==> src/rtl/gather_mux.sv <==
// gather_mux: eight producer lanes gathered onto one byte bus through a
// round-robin arbiter and a single registered valid/ready output entry.
// Each output byte carries the index of the lane it came from.
module gather_mux #(
  parameter int WIDTH = 8
) (
  input  logic             clk,
  input  logic             rst_n,
  input  logic [WIDTH-1:0] data_in0,
  input  logic [WIDTH-1:0] data_in1,
  input  logic [WIDTH-1:0] data_in2,
  input  logic [WIDTH-1:0] data_in3,
  input  logic [WIDTH-1:0] data_in4,
  input  logic [WIDTH-1:0] data_in5,
  input  logic [WIDTH-1:0] data_in6,
  input  logic [WIDTH-1:0] data_in7,
  input  logic [7:0]       in_valid,
  output logic [7:0]       in_ready,
  output logic [WIDTH-1:0] data_out,
  output logic [2:0]       out_sel,
  output logic             out_valid,
  input  logic             out_ready,
  output logic [15:0]      xfer_count
);

  localparam int NUM_LANES = 8;

  logic [NUM_LANES-1:0][WIDTH-1:0] lane_data;
  logic [2:0] ptr;
  logic [2:0] grant;
  logic [2:0] idx;
  logic       found;
  logic       can_load;
  logic       take;
  logic       drain;

  assign lane_data = {data_in7, data_in6, data_in5, data_in4,
                      data_in3, data_in2, data_in1, data_in0};

  // Round-robin search: first valid lane starting at ptr, wrapping mod 8.
  always_comb begin
    found = 1'b0;
    grant = '0;
    idx   = '0;
    for (int i = 0; i < NUM_LANES; i++) begin
      idx = ptr + 3'(i);
      if (!found && in_valid[idx]) begin
        found = 1'b1;
        grant = idx;
      end
    end
  end

  // The entry can accept a byte when empty or being drained this cycle.
  // rst_n gating keeps in_ready low while reset is held.
  assign can_load = !out_valid || out_ready;
  assign take     = rst_n && found && can_load;
  assign drain    = out_valid && out_ready;
  assign in_ready = take ? (8'b1 << grant) : 8'b0;

  // Output entry and priority pointer; a load wins over a drain so a
  // simultaneous drain+load keeps out_valid high.
  always_ff @(posedge clk or negedge rst_n) begin
    if (!rst_n) begin
      data_out  <= '0;
      out_sel   <= '0;
      out_valid <= 1'b0;
      ptr       <= '0;
    end else if (take) begin
      data_out  <= lane_data[grant];
      out_sel   <= grant;
      out_valid <= 1'b1;
      ptr       <= grant + 3'd1;
    end else if (drain) begin
      out_valid <= 1'b0;
    end
  end

  // Completed output handshakes, wrapping at 16 bits.
  always_ff @(posedge clk or negedge rst_n) begin
    if (!rst_n) xfer_count <= '0;
    else if (drain) xfer_count <= xfer_count + 16'd1;
  end

endmodule

==> config.mk <==
export PLATFORM = sky130hd
export DESIGN_NAME = gather_mux
export DESIGN_NICKNAME = d
export VERILOG_FILES = /design/src/rtl/gather_mux.sv
export SDC_FILE = /design/constraint.sdc
export NUM_CORES = 1
export LEC_CHECK = 0
export CORE_AREA = 2 2 83 85
export CTS_CLUSTER_SIZE = 8
export DETAILED_ROUTE_END_ITERATION = 6
export DIE_AREA = 0 0 85 87
export PLACE_DENSITY = 0.78
export SYNTH_ARGS = -nofsm -noshare
export SYNTH_HDL_FRONTEND = slang
export SYNTH_SLANG_ARGS = --single-unit
==> constraint.sdc <==
create_clock -name clk -period 5.3 [get_ports clk]
set_input_delay 1.06 -clock clk [delete_from_list [all_inputs] [get_ports clk]]
set_output_delay 1.06 -clock clk [all_outputs]
set_load 0.005 [all_outputs]
==> flow_summary.ini <==
[synth]
synth_edf_count = 0
ys_ff_latch = 31
synthSimpleGateAreaFrac_pct = 13.7
muxShareOfSynthArea_pct = 30.5
synth.avg_cell_area_sq_um = 10.3
mappedNetlistNets = 351
ys_async_sr_fraction_pct = 100
mappedNetlistArea_sq_um = 2800
synth_top_family_by_area = multiplexers
synthAdderAreaFrac_pct = 1.79
yosys_warnings = 0
yosysTopAreaCell = dfrtp_1
synth_xor_area_share_pct = 5.95
synth_compound_area_share_pct = 14.4
ys_seq_area_share_pct = 27.8
synth_top_area_share_pct = 27.8
ys_top_cells_by_area = dfrtp_1, mux2i_1, mux4_2, xnor2_1, nand2_1
synthFlopType = dfrtp_1
netlist-cell-type-count = 50
synth_cells = 272

[final_layout]
final_cell_mix = clkdlybuf4s50_1, mux2i_1, buf_4
design_area_sq_um = 4240
drive_above_1_share_pct = 19.3
diodes = 0
stdcell_count = 485
area_growth_pct = 51.7
n_fill_cell = 550
fin_nets = 483
final_common_cell = clkdlybuf4s50_1

[die]
row_count = 30
start_util_pct = 42.6
core_area_sq_um = 6570
die_area_sq_um = 7400
ios = 111
die_w_um = 85
die_h_um = 87

[worst_setup_path]
cpPeakStageDelay_ps = 560
worst-path-buf-inv = 5
arrival_ps = 4120
required_ps = 4240
crit_type = in2out
path_cells = dlygate4sd2_1 -> mux4_2 -> or2_2 -> nand3_1 -> buf_4 -> nand4_1 -> a221oi_2 -> nor2_2 -> buf_4 -> buf_4 -> nor3_1 -> clkdlybuf4s50_1
cp_top_family = buffers and inverters
crit_path_frequent_cell = buf_4
setup.worst_path.end_class = output pin
path_max_fanout = 9
startpoint_type = input port
critPathSlowestCell = clkdlybuf4s50_1

[global_routing]
grt_usage_pct = 22.9
grt_pass1_wl_um = 13400
grt_pass1_vias = 2783
grt-ovfl-total = 0
grt_max_degree = 32
antenna_found_initial = 0

[clock_tree]
cts_buffers = 5
ctsRootBufferMaster = clkbuf_8
cts_tree = built
htree_num_levels = 2
clock-sinks = 31
clkTransAtPathRegs_ps = 70
clk_latency_ps = 280
clockBufferDepth = 2
cts_hold_repair.buffers = 0

[timing]
relSlewSlack_pct = 54.6
rsz0062_at_grt = false
slew_viol_final = 0
finalCriticalPeriod_ps = 5180
finalCritPeriodShare_pct = 97.8
skew_ps = 7.46
hold_violations = 0
fmax_mhz = 193
max_slew.worst_pin.slew_ps = 677
setup_viol = 0

[min_path]
hold_class = reg2reg

[drt]
drt-initial-drc-count = 117
via_per_inst = 5.64
vias = 2736
drtPass1Iterations = 4
drc_errors = 0
antenna_left = 0
routed_wl_um = 8450
wl_per_cell_um = 17.4

[place]
port_buffers = 110
dp_cells = 472
dp.final_hpwl_um = 6580
placed_area_sq_um = 4070
globalplace.congestion = 0.940

[power_and_ir_drop]
p_leak_nw = 1.80
power_density_nw_per_um2 = 692
vdd_drop_max_v = 0.000422

[outcome]
status = finished clean

[job]
cap_violations = 0
[path summary, 6_finish.rpt]
path | from | to | depth (start not counted) | slack (ps)
min | xfer_count[15]$_DFFE_PN0P_ | xfer_count[15]$_DFFE_PN0P_ | 1 | 470
min in group asynchronous | rst_n | data_out[0]$_DFFE_PN0P_ | 2 | 1230
max in group asynchronous | rst_n | xfer_count[1]$_DFFE_PN0P_ | 2 | 3780
max | in_valid[0] | in_ready[5] | 12 | 120
min reg2reg | xfer_count[15]$_DFFE_PN0P_ | xfer_count[15]$_DFFE_PN0P_ | 1 | 470
max reg2reg | ptr[1]$_DFFE_PN0P_ | data_out[3]$_DFFE_PN0P_ | 13 | 1450
[worst register-to-register path, delay by kind of cell, from the launching register on]
kind            cells  cell delay (ps)
flops               1              350
compound gates      3              560
mux                 2              800
fa+ha+maj           1              550
buf+inv             3              430
simple gates        4             1040
[logic make-up (layout without fill, tap and decap cells)]
family / count (synthesis) / in the layout
buf+inv: 26 / 159
mux: 63 / 63
fa+ha+maj: 4 / 4
xor+xnor: 19 / 19
simple gates: 77 / 77
flops: 31 / 31
compound gates: 52 / 52
[routing by layer]
layer | vias up | routed length, um | GRT usage, %
li1 | 1299 | - | -
met1 | 1335 | 3510 | 28.5
met2 | 87 | 4340 | 41.2
met3 | 15 | 404 | 3.32
met4 | 0 | 190 | 6.93
met5 | - | 0 | 0
[metrics by stage]
stage	TNS (ps)	total power (W)	utilization [%]	hold slack, ps	setup slack, ps
floorplan	0	0.00197	-	468	743
global placement	-255	0.00259	62.0	463	-135
detailed placement	-409	0.00262	62.0	469	-153
CTS	0	0.00292	64.1	479	21.4
global route	0	0.00315	64.6	508	4.36
finish	0	0.00293	64.6	474	117
[sequential cells by signal, summed over array words and instances (netlist names)]
register    count
ptr             3
out_valid       1
data_out        8
xfer_count     16
out_sel         3
[synth_stat cells (2+ instances only)]
master    number
buf_6          5
o311ai_0       2
o211ai_1       3
nand2b_1       3
and2_1         3
a22o_1         8
inv_1          7
nor3_1         5
ha_1           4
o21ai_1        2
o21ai_0        4
mux4_2        16
nand2_1       26
a21oi_1        6
nor2_1        11
dfrtp_1       31
nand3_1        9
a221oi_1       8
a31oi_1        2
buf_2          6
a22oi_1        8
nor2b_1        3
xor2_1         6
mux2i_1       39
nand4_1        4
and3_1         3
clkbuf_1       4
nor2_2         2
xnor2_1       13
buf_4          2
mux2_2         7
or2_2          2
[where the power goes]
group	internal [W]	switching [W]	total [W]
Combinational	0.00119	0.00114	0.00233
Clock	0.000118	0.0000869	0.000205
Sequential	0.000316	0.0000807	0.000397
[layout make-up]
cell class / count / area [sq um] / share of cell area, %
inverters: 8 / 30.0 / 0.708
flip-flops and latches: 31 / 776 / 18.3
clock inverters: 1 / 7.51 / 0.177
multi-input cells: 215 / 1880 / 44.3
clock buffers: 7 / 96.3 / 2.27
well taps: 80 / 100 / 2.36
repair buffers: 143 / 1350 / 31.8
[repair_timing]
| action | CTS | global route |
|---|---|---|
| endpoints found under the setup margin | 7 | 8 |
| buffers inserted | 3 | 2 |
| pin swaps | 2 | 3 |
| gates resized for setup | 9 | 7 |
Note: power is estimated with default switching activity, not from simulation.
